<file path="src/rtl/sys_out_collector.sv">
// rtl/sys_out_collector.sv - de-skews 2x2 systolic column outputs into rows and writes them to the unified buffer
module sys_out_collector #(
  parameter int DATA_W     = 32,
  parameter int FIFO_DEPTH = 4,
  parameter int ADDR_W     = 16
) (
  input  logic                  clk,
  input  logic                  rst,
  input  logic                  cfg_valid,
  input  logic [ADDR_W-1:0]     cfg_base_addr,
  input  logic [15:0]           cfg_rows,
  input  logic [1:0]            cfg_cols,
  input  logic [DATA_W-1:0]     col_data_1,
  input  logic                  col_valid_1,
  input  logic [DATA_W-1:0]     col_data_2,
  input  logic                  col_valid_2,
  output logic                  wr_valid,
  input  logic                  wr_ready,
  output logic [ADDR_W-1:0]     wr_addr,
  output logic [2*DATA_W-1:0]   wr_data,
  output logic [1:0]            wr_mask,
  output logic                  busy,
  output logic                  done,
  output logic                  overflow,
  output logic                  skew_err
);

  localparam int PTR_W = (FIFO_DEPTH > 1) ? $clog2(FIFO_DEPTH) : 1;
  localparam int CNT_W = PTR_W + 1;

  typedef enum logic [1:0] {
    S_IDLE    = 2'd0,
    S_COLLECT = 2'd1,
    S_DRAIN   = 2'd2,
    S_DONE    = 2'd3
  } state_t;

  state_t              state;

  // Job configuration latched on cfg_valid in IDLE
  logic [ADDR_W-1:0]   base_addr;
  logic [15:0]         rows_cfg;
  logic                cols_one;

  // Column-1 delay stage that lines it up with column 2
  logic [DATA_W-1:0]   d1_data;
  logic                d1_valid;

  // Row FIFO
  logic [2*DATA_W-1:0] fifo_data [FIFO_DEPTH];
  logic [1:0]          fifo_mask [FIFO_DEPTH];
  logic [PTR_W-1:0]    wr_ptr;
  logic [PTR_W-1:0]    rd_ptr;
  logic [CNT_W-1:0]    count;

  // Row accounting
  logic [15:0]         rows_pushed;
  logic [15:0]         rows_dropped;
  logic [ADDR_W-1:0]   write_index;

  // Combinational row assembly and FIFO control
  logic                in_collect;
  logic                fifo_empty;
  logic                fifo_full;
  logic                row_complete;
  logic                row_partial;
  logic                pop;
  logic                push;
  logic                drop_full;
  logic                row_drop;
  logic [CNT_W-1:0]    count_next;
  logic [15:0]         pushed_next;
  logic [15:0]         dropped_next;
  logic [16:0]         accounted_next;
  logic                all_accounted;
  logic [2*DATA_W-1:0] row_data;
  logic [1:0]          row_mask;

  // Decide row completion, push/pop/drop and next-cycle counts
  always_comb begin
    in_collect     = (state == S_COLLECT);
    fifo_empty     = (count == '0);
    fifo_full      = (count == CNT_W'(FIFO_DEPTH));
    // A full row: column 1 from the delay stage plus column 2 this cycle
    row_complete   = in_collect && d1_valid && (cols_one || col_valid_2);
    // Two-column mode with only one half present is a misaligned fragment
    row_partial    = in_collect && !cols_one && (d1_valid ^ col_valid_2);
    pop            = !fifo_empty && wr_ready;
    // A simultaneous pop frees the slot, so a full FIFO still accepts
    push           = row_complete && (!fifo_full || pop);
    drop_full      = row_complete && fifo_full && !pop;
    row_drop       = drop_full || row_partial;
    count_next     = count + CNT_W'(push) - CNT_W'(pop);
    pushed_next    = rows_pushed + 16'(push);
    dropped_next   = rows_dropped + 16'(row_drop);
    accounted_next = {1'b0, pushed_next} + {1'b0, dropped_next};
    all_accounted  = (accounted_next == {1'b0, rows_cfg});
    row_data       = {(cols_one ? {DATA_W{1'b0}} : col_data_2), d1_data};
    row_mask       = cols_one ? 2'b01 : 2'b11;
  end

  // FIFO storage; contents need no reset because reads are gated by the count
  always_ff @(posedge clk) begin
    if (push) begin
      fifo_data[wr_ptr] <= row_data;
      fifo_mask[wr_ptr] <= row_mask;
    end
  end

  // Column-1 delay register, only loaded while collecting
  always_ff @(posedge clk or posedge rst) begin
    if (rst) begin
      d1_data  <= '0;
      d1_valid <= 1'b0;
    end else begin
      d1_valid <= in_collect && col_valid_1;
      if (in_collect && col_valid_1) begin
        d1_data <= col_data_1;
      end
    end
  end

  // FIFO pointers and write index
  always_ff @(posedge clk or posedge rst) begin
    if (rst) begin
      wr_ptr      <= '0;
      rd_ptr      <= '0;
      count       <= '0;
      write_index <= '0;
    end else begin
      count <= count_next;
      if (push) begin
        wr_ptr <= wr_ptr + PTR_W'(1);
      end
      if (pop) begin
        rd_ptr      <= rd_ptr + PTR_W'(1);
        write_index <= write_index + ADDR_W'(1);
      end else if (state == S_IDLE && cfg_valid) begin
        write_index <= '0;
      end
    end
  end

  // Job FSM: config capture, row accounting, sticky flags and the done pulse
  always_ff @(posedge clk or posedge rst) begin
    if (rst) begin
      state        <= S_IDLE;
      base_addr    <= '0;
      rows_cfg     <= '0;
      cols_one     <= 1'b0;
      rows_pushed  <= '0;
      rows_dropped <= '0;
      done         <= 1'b0;
      overflow     <= 1'b0;
      skew_err     <= 1'b0;
    end else begin
      case (state)
        S_IDLE: begin
          done <= 1'b0;
          if (cfg_valid) begin
            base_addr    <= cfg_base_addr;
            rows_cfg     <= cfg_rows;
            cols_one     <= (cfg_cols == 2'd1);
            rows_pushed  <= '0;
            rows_dropped <= '0;
            overflow     <= 1'b0;
            skew_err     <= 1'b0;
            state        <= (cfg_rows == 16'd0) ? S_DONE : S_COLLECT;
          end
        end
        S_COLLECT: begin
          rows_pushed  <= pushed_next;
          rows_dropped <= dropped_next;
          if (row_partial) skew_err <= 1'b1;
          if (drop_full)   overflow <= 1'b1;
          if (all_accounted) begin
            // Finish straight away when nothing is left to write
            if (count_next == '0) begin
              state <= S_DONE;
              done  <= 1'b1;
            end else begin
              state <= S_DRAIN;
            end
          end
        end
        S_DRAIN: begin
          if (count_next == '0) begin
            state <= S_DONE;
            done  <= 1'b1;
          end
        end
        S_DONE: begin
          // Arriving from a zero-row config the pulse is raised here first
          if (done) begin
            done  <= 1'b0;
            state <= S_IDLE;
          end else begin
            done <= 1'b1;
          end
        end
        default: begin
          state <= S_IDLE;
          done  <= 1'b0;
        end
      endcase
    end
  end

  // Write port driven from the FIFO head; zero whenever nothing is queued
  always_comb begin
    wr_valid = !fifo_empty;
    wr_data  = fifo_empty ? '0 : fifo_data[rd_ptr];
    wr_mask  = fifo_empty ? 2'b00 : fifo_mask[rd_ptr];
    wr_addr  = base_addr + write_index;
    busy     = (state == S_COLLECT) || (state == S_DRAIN);
  end

endmodule

</file>
<file path="config.mk">
export PLATFORM = sky130hd
export DESIGN_NAME = sys_out_collector
export DESIGN_NICKNAME = d
export VERILOG_FILES = /design/src/rtl/sys_out_collector.sv
export SDC_FILE = /design/constraint.sdc
export NUM_CORES = 1
export LEC_CHECK = 0
export ABC_CLOCK_PERIOD_IN_PS = 16050
export BUFFER_PORTS_ARGS = -buffer_cell sky130_fd_sc_hd__buf_2
export CAP_MARGIN = 0
export CORE_MARGIN = 1
export CORE_UTILIZATION = 49
export DETAILED_ROUTE_END_ITERATION = 8
export GPL_ROUTABILITY_DRIVEN = 0
export PLACE_DENSITY = 0.68
export SYNTH_ARGS = -nofsm -noshare
export SYNTH_HDL_FRONTEND = slang
export SYNTH_SLANG_ARGS = --single-unit
</file>
<file path="constraint.sdc">
create_clock -name clk -period 16.05 [get_ports clk]
set_input_delay 2.4075 -clock clk [delete_from_list [all_inputs] [get_ports clk]]
set_output_delay 2.4075 -clock clk [all_outputs]
set_load 0.005 [all_outputs]
</file>
==> results of run 1 <==
==> layer usage <==
metal | wire length, um | track usage [%] | share of wire (%) | vias up
met5 | 23 | 0 | 0.063 | -
li1 | - | - | - | 4965
met1 | 16000 | 26.8 | 43 | 5271
met4 | 899 | 6.32 | 2.4 | 4
met2 | 18000 | 34.7 | 49 | 289
met3 | 1890 | 3.75 | 5.1 | 71
==> sequential cells by signal, indices dropped and copies added, names as in the netlist <==
register	cells
cols_one	1
done	1
count	3
skew_err	1
wr_ptr	2
overflow	1
rows_dropped	16
write_index	16
d1_data	32
d1_valid	1
state	2
rows_cfg	16
fifo_mask	4
rows_pushed	16
rd_ptr	2
base_addr	16
fifo_data	256
==> power groups by stage <==
stage               registers [mW]  logic [mW]  clock network (mW)
floorplan                     1.36       0.770                   0
global placement              1.43        1.06                   0
detailed placement            1.44        1.08                   0
CTS                           1.42        1.08                1.01
global route                  1.44        1.18                1.05
finish                        1.41        1.06               0.988
==> cells in the mapped netlist (all sizes together) (11+ instances only) <==
cell type  count  area share, %
edfxtp       260             44
dfrtp        126             18
and2          72            2.6
o21ai         67            1.9
mux4          65            8.3
mux2          64            4.1
nand2         64            1.4
nor2          51            1.1
ha            46            3.3
clkbuf        41           0.87
xnor2         36            1.8
nor2b         34            1.2
xor2          33            1.7
a21oi         31           0.88
nand3         30           0.85
inv           29           0.62
and3          22           0.78
a22o          15           0.75
nor3          11           0.31
==> cell families (layout without fill, tap and decap cells) <==
kind of cell	Yosys count	in the layout	share of synthesized area [%]
adders and majority gates	49	49	3.61
buffers and inverters	80	306	1.73
xor gates and xnor gates	69	69	3.47
other	0	2	0
AOI/OAI and AO/OA	178	178	6.80
DFF	386	386	62.2
and+or+nand+nor	314	314	9.39
muxes	135	135	12.7
==> final cells by class <==
class	count	area [um2]	area share [%]
Tap cell	461	577	2.82
Clock inverter	17	249	1.22
Timing Repair Buffer	200	1030	5.01
Antenna cell	2	5.00	0.0244
Inverter	30	118	0.574
Multi-Input combinational cell	745	6360	31.1
Clock buffer	59	1180	5.74
Sequential cell	386	11000	53.6
==> worst paths after layout <==
| path | cells after the start | slack [ns] | endpoint | startpoint |
|---|---|---|---|---|
| min reg2reg | 0 | 0.51 | fifo_data[2][26] | d1_data[26] |
| min | 0 | 0.51 | fifo_data[2][26] | d1_data[26] |
| max in group asynchronous | 3 | 12.70 | rd_ptr[0] | rst |
| max | 18 | 8.75 | state[0] | col_valid_2 |
| max reg2reg | 19 | 9.65 | state[0] | state[1] |
| min in group asynchronous | 2 | 1.93 | d1_data[20] | rst |
==> impl_metrics.yaml, run 1 <==
outcome:
  status: "finished clean"
routing:
  wl_per_cell_um: 19.4
  detail_route.iter0.violations: 589
  drt_pass1_iterations: 5
  drc: 0
  vias_per_cell: 5.58
  via_count: 10600
  routed_wl_mm: 36.8
  final_antenna_net_count: 0
layout:
  drive_gt1_share_pct: 28.3
  stdcell_count: 1900
  areaGrowthSynthToFinish_pct: 16.3
  nets: 1558
  finalInstanceArea_um2: 20500
  finish.utilization_pct: 57.7
  final_cell_mix: "edfxtp_1 (260), buf_2 (190), dfrtp_1 (124)"
  fill_cells: 2839
  final_common_cell: "edfxtp_1"
job:
  max_cap_violations: 0
power:
  p_int_mw: 2.42
  power_frac_comb_pct: 30.7
  sequentialPowerShare_pct: 40.8
  irDropWorstVdd_uv: 124
  power_leakage_nw: 8.08
  switching_share_pct: 30.2
  p_sw_mw: 1.04
  clkPwrFrac_pct: 28.5
  power_mw: 3.46
  powerDensity_nw_per_um2: 169
clock_tree:
  holdBufCountCts: 0
  cts_root_buf: "clkbuf_16"
  clk_latency_ns: 0.55
  clk_pin_slew_ns: 0.06
  clk_path_buf_depth: 3
  cts_max_level: 2
  tritoncts: "built"
  cts_resized: 0
  post_cts_buffers: 0
  cts-buffers-inserted: 42
  cts.sinks: 386
logic_synthesis:
  yosys_warnings: 0
  synth_edf_count: 260
  synthArstFlopShare_pct: 32.6
  syn_area_um2: 17600
  ys_seq_area_share_pct: 62.2
  synth_nets: 1364
  syn_inst: 1211
  ys_seq_elements: 386
  synth_cell_types: 67
  avgSynthCellArea_um2: 14.5
  synth_ff_type: "edfxtp_1"
worst_setup_path:
  crit_buf_inv: 1
  crit_path_start_kind: "primary input"
  cpPeakStageDelay_ns: 0.57
  crit_fanout: 9
  crit_chain: "buf_2, o211ai_1, nor2_1, ha_1, nand3_1, nor3_1, and4_1, and3_1, and3_1, xor2_1, ha_1, or3_4, a2111oi_4, o221ai_2, a2111o_1, or4_4, or3_1, o221a_1"
  required_ns: 16.48
  worstPathArrival_ns: 7.73
  crit_type: "primary input to flip-flop"
  crit_family: "simple AND/OR/NAND/NOR gates"
  cp-end-kind: "flip-flop"
  critPathSlowestCell: "nor3_1"
grt:
  first_global_vias: 10800
  track_usage_pct: 20.5
  antenna_found_initial: 4
  overflow: 0
  grt_pass1_wl_mm: 58.2
  grt_max_degree: 76
floorplanning:
  ios: 191
  coreArea_um2: 35500
  dieArea_um2: 36700
  die_height_um: 192
  rows: 69
  die_w_um: 192
  initial_core_util_pct: 49.6
placed_design:
  place_ws_ns: 8.21
  place_inst: 1822
  placed_cell_area_um2: 19000
  port_buffers: 190
  dpl.hpwl_mm: 22.7
timing:
  min_period_ns: 7.30
  worst_slew_pin_slew_ns: 1.10
  rsz0062_at_grt: "no"
  setup_ws_ns: 8.75
  finalHoldViolCount: 0
  tns_ns: 0
  clock_skew_ns: 0.0243
  finalCritPeriodShare_pct: 45.5
  fmax_mhz: 137
  drv_slew: 0
  finalSetupViolCount: 0
  whs_ns: 0.509
  maxSlewHeadroom_pct: 26.7
min_path:
  hp-class: "flip-flop to flip-flop"
No activity file was read; power rests on OpenSTA's default activity.
==> run 2: changes to the inputs <==
- ABC_CLOCK_PERIOD_IN_PS: 16050 -> 7600
- clock period: 16.05 -> 7.6 ns (I/O delays scaled with it)
==> impl_metrics.yaml, run 2 (synthesized netlist as in run 1, its figures left out) <==
outcome:
  status: "finished clean"
power:
  irDropWorstVdd_uv: 302
  powerDensity_nw_per_um2: 353
  power_mw: 7.19
  power_leakage_nw: 8.03
floorplanning:
  coreArea_um2: 35500
  ios: 191
  rows: 69
  die_w_um: 192
  dieArea_um2: 36700
  die_height_um: 192
  initial_core_util_pct: 49.6
layout:
  largest_reg_flops: 256
  nets: 1558
  areaGrowthSynthToFinish_pct: 15.7
  reg_top3: "fifo_data: 256 flops, d1_data: 32 flops"
  final_common_cell: "edfxtp_1"
  drive_gt1_share_pct: 28.2
  fill_cells: 2823
  stdcell_count: 1897
  finish.utilization_pct: 57.4
  final_cell_mix: "edfxtp_1 (260), buf_2 (190), dfrtp_1 (124)"
  largest-register: "fifo_data"
routing:
  wl_per_cell_um: 19.3
  drc: 0
  drt_pass1_iterations: 5
  final_antenna_net_count: 0
  detail_route.iter0.violations: 712
  vias_per_cell: 5.56
  routed_wl_mm: 36.6
  via_count: 10600
placed_design:
  place_inst: 1823
  port_buffers: 190
  dpl.hpwl_mm: 22.8
clock_tree:
  clk_pin_slew_ns: 0.06
  cts.sinks: 386
  tritoncts: "built"
  cts-buffers-inserted: 41
  cts_resized: 0
  cts_root_buf: "clkbuf_16"
  clk_path_buf_depth: 3
  post_cts_buffers: 0
  cts_max_level: 2
  holdBufCountCts: 0
  clk_latency_ns: 0.54
timing:
  finalSetupViolCount: 0
  whs_ns: 0.468
  maxSlewHeadroom_pct: 24.3
  drv_slew: 0
  finalHoldViolCount: 0
  fmax_mhz: 156
  clock_skew_ns: 0.00752
  rsz0062_at_grt: "no"
  tns_ns: 0
  finalCritPeriodShare_pct: 84.2
  min_period_ns: 6.40
  worst_slew_pin_slew_ns: 1.14
grt:
  track_usage_pct: 20.4
  first_global_vias: 10600
  overflow: 0
  grt_pass1_wl_mm: 57.5
  grt_max_degree: 76
  antenna_found_initial: 3
worst_setup_path:
  required_ns: 8.02
  crit_fanout: 13
  crit_type: "flip-flop to flip-flop"
  reg2reg_slack_ns: 1.20
  worstPathArrival_ns: 6.82
  cp-end-kind: "flip-flop"
  crit_path_start_kind: "flip-flop"
job:
  max_cap_violations: 0
min_path:
  hp-class: "flip-flop to flip-flop"
-- run 2: changes by cell type in the layout (fill, tap and decap cells not counted), sizes merged --
| cell | previous run | this run |
|---|---|---|
| buf | 200 | 201 |
| clkinvlp | 0 | 1 |
| clkbuf | 59 | 53 |
| bufinv | 6 | 4 |
| inv | 31 | 30 |
| diode | 2 | 1 |
| clkinv | 10 | 15 |
-- run 2: worst max-delay path, stage by stage, from the launching register on --
cell and delay (ns):
dfrtp_1 0.40, inv_1 0.12, ha_1 0.48, o211ai_1 0.17
nor2_1 0.56, ha_1 0.32, ha_1 0.19, nand3_1 0.11
nor2_1 0.25, and3_1 0.28, and3_1 0.26, and3_1 0.26
xor2_1 0.18, ha_1 0.35, a21oi_1 0.21, o21ai_0 0.16
a311o_1 0.34, a2111o_1 0.42, or4_4 0.55, or3_1 0.39
o221a_1 0.26
-- run 2: where the power goes --
group	switching, mW	leakage, nW	internal [mW]
logic	1.12	3.44	1.14
registers	0.282	3.94	2.69
clock network	0.800	0.642	1.16
-- run 2: area by class of cell --
cell class | instances | area [um2] | share of cell area [%]
clock inverter | 20 | 218 | 1.07
multi-input combinational | 745 | 6360 | 31.2
clock buffer | 53 | 1100 | 5.41
tap | 461 | 577 | 2.83
antenna | 1 | 2.50 | 0.0123
sequential | 386 | 11000 | 53.8
timing repair buffer | 201 | 1030 | 5.07
inverter | 30 | 118 | 0.577
-- run 2: routing by layer --
metal / up-vias / wire [um] / global-route usage, %
li1: 4968 / - / -
met1: 5271 / 16100 / 27.3
met2: 257 / 17800 / 33.9
met3: 54 / 1970 / 4.02
met4: 4 / 739 / 5.46
met5: - / 24 / 0
-- run 2: stage by stage --
stage	area (um2)	setup WS, ns
floorplan	17600	1.82
global placement	19100	1.15
detailed placement	19100	1.03
CTS	20400	1.24
global route	20400	0.770
finish	20400	1.20
-- run 2: final timing paths --
check                      cells after the start      start     endpoint
max                                           20   state[1]     state[0]
min                                            1  rd_ptr[1]    rd_ptr[1]
max reg2reg                                   20   state[1]     state[0]
min reg2reg                                    1  rd_ptr[1]    rd_ptr[1]
max in group asynchronous                      3        rst    rd_ptr[0]
min in group asynchronous                      2        rst  d1_data[20]
==> run 3: changes to the inputs <==
- ABC_CLOCK_PERIOD_IN_PS: 7600 -> 6000
- clock period: 7.6 -> 6 ns (I/O delays scaled with it)
==> impl_metrics.yaml, run 3 (synthesized netlist as in run 1, its figures left out) <==
outcome:
  status: "finished clean"
routing:
  vias_per_cell: 5.54
  wl_per_cell_um: 19.4
  drt_pass1_iterations: 5
  final_antenna_net_count: 0
  detail_route.iter0.violations: 566
  routed_wl_mm: 37.0
  drc: 0
  via_count: 10600
worst_setup_path:
  crit_path_start_kind: "flip-flop"
  r2r-end: "state[0]"
  crit_fanout: 6
  worstPathArrival_ns: 6.04
  cp-end-kind: "flip-flop"
  reg2regPathDepth: 20
  required_ns: 6.44
  crit_type: "flip-flop to flip-flop"
  worstReg2RegStart: "state[1]"
  reg2reg_slack_ns: 0.40
floorplanning:
  rows: 69
  die_w_um: 192
  ios: 191
  dieArea_um2: 36700
  coreArea_um2: 35500
  die_height_um: 192
  initial_core_util_pct: 49.6
timing:
  maxSlewHeadroom_pct: 22.5
  worst_slew_pin_slew_ns: 1.16
  clock_skew_ns: 0.0181
  finalCritPeriodShare_pct: 93.3
  min_period_ns: 5.60
  finalSetupViolCount: 0
  finalHoldViolCount: 0
  tns_ns: 0
  fmax_mhz: 179
  drv_slew: 0
  rsz0062_at_grt: "no"
power:
  power_mw: 9.19
  power_leakage_nw: 8.09
  powerDensity_nw_per_um2: 449
  irDropWorstVdd_uv: 363
layout:
  final_cell_mix: "edfxtp_1 (260), buf_2 (190), dfrtp_1 (124)"
  fill_cells: 2826
  nets: 1566
  areaGrowthSynthToFinish_pct: 16.2
  drive_gt1_share_pct: 28.8
  stdcell_count: 1909
  final_common_cell: "edfxtp_1"
  largest-register: "fifo_data"
  largest_reg_flops: 256
  reg_top3: "fifo_data: 256 flops, d1_data: 32 flops"
grt:
  antenna_found_initial: 4
  grt_max_degree: 68
  grt_busiest_layer: "met2"
  grt_util_met3_pct: 3.86
  grt_util_met1_pct: 27.4
  first_global_vias: 10800
  overflow: 0
  grt_pass1_wl_mm: 58.5
  grt_use_met2_pct: 35.0
  track_usage_pct: 20.7
clock_tree:
  clk_latency_ns: 0.55
  cts_root_buf: "clkbuf_16"
  post_cts_buffers: 0
  cts.sinks: 386
  cts_resized: 0
  holdBufCountCts: 0
  clk_path_buf_depth: 3
  cts-buffers-inserted: 40
  tritoncts: "built"
  clk_pin_slew_ns: 0.06
  cts_max_level: 2
placed_design:
  place_inst: 1832
  dpl.hpwl_mm: 23.1
  port_buffers: 190
job:
  max_cap_violations: 0
min_path:
  hp-class: "primary input to asynchronous set/reset pin"
==> run 3: changes by cell type in the layout (fill, tap and decap cells not counted), sizes merged, moves of 2 or more <==
cell,previous run,this run
buf,201,210
clkbuf,53,49
bufinv,4,6
clkinv,15,17
diode,1,3
inv,30,32
==> run 3: layer usage <==
metal	vias to the layer above	share of wire [%]
met1	5275	44
met2	264	49
li1	4993	-
met5	-	0.035
met3	47	5.3
met4	2	1.8
==> run 3: worst max-delay path by stage <==
stage | start | end | slack, ns | depth (start not counted)
final | state[1] | state[0] | 0.40 | 20
after global routing | state[1] | state[0] | 0.008 | 22
after CTS | state[1] | state[0] | 0.40 | 20
after detailed placement | wr_ready | state[0] | 0.05 | 19
after global placement | wr_ready | state[0] | 0.15 | 19
after floorplan | state[1] | state[0] | 0.39 | 22
==> run 3: where the power goes <==
| group | internal [mW] | switching, mW | total [mW] |
|---|---|---|---|
| Sequential | 3.40 | 0.411 | 3.82 |
| Combinational | 1.45 | 1.38 | 2.83 |
| Clock | 1.50 | 1.04 | 2.54 |
| Total | 6.35 | 2.83 | 9.19 |
==> run 3: area by class of cell <==
class / count / area (um2) / share of cell area [%]
timing repair buffer: 210 / 1100 / 5.38
clock buffer: 49 / 1030 / 5.06
inverter: 30 / 118 / 0.575
sequential: 386 / 11000 / 53.6
antenna: 3 / 7.51 / 0.0367
clock inverter: 25 / 305 / 1.49
multi-input combinational: 745 / 6360 / 31.1
tap: 461 / 577 / 2.82
==> run 3: critical path, stage by stage (launching register included) <==
cell and delay [ns]:
dfrtp_1 0.41, inv_1 0.14, ha_1 0.19, o211ai_1 0.09
nor2_1 0.20, ha_1 0.24, ha_1 0.19, nand3_1 0.11
nor2_1 0.26, and3_1 0.27, and3_1 0.26, and3_1 0.25
nand3_1 0.12, xnor2_1 0.23, ha_1 0.34, and3_1 0.21
a311o_1 0.35, a2111o_1 0.41, or4_4 0.54, or3_1 0.39
o221a_1 0.26
==> run 3: metrics by stage <==
step / util [%] / setup slack [ns] / instance area (um2) / hold slack, ns
floorplan: - / 0.390 / 17600 / 0.465
global placement: 53.9 / 0.153 / 19100 / 0.486
detailed placement: 53.9 / 0.0520 / 19100 / 0.498
CTS: 57.7 / 0.405 / 20500 / 0.462
global route: 57.7 / 0.00758 / 20500 / 0.500
finish: 57.7 / 0.405 / 20500 / 0.457
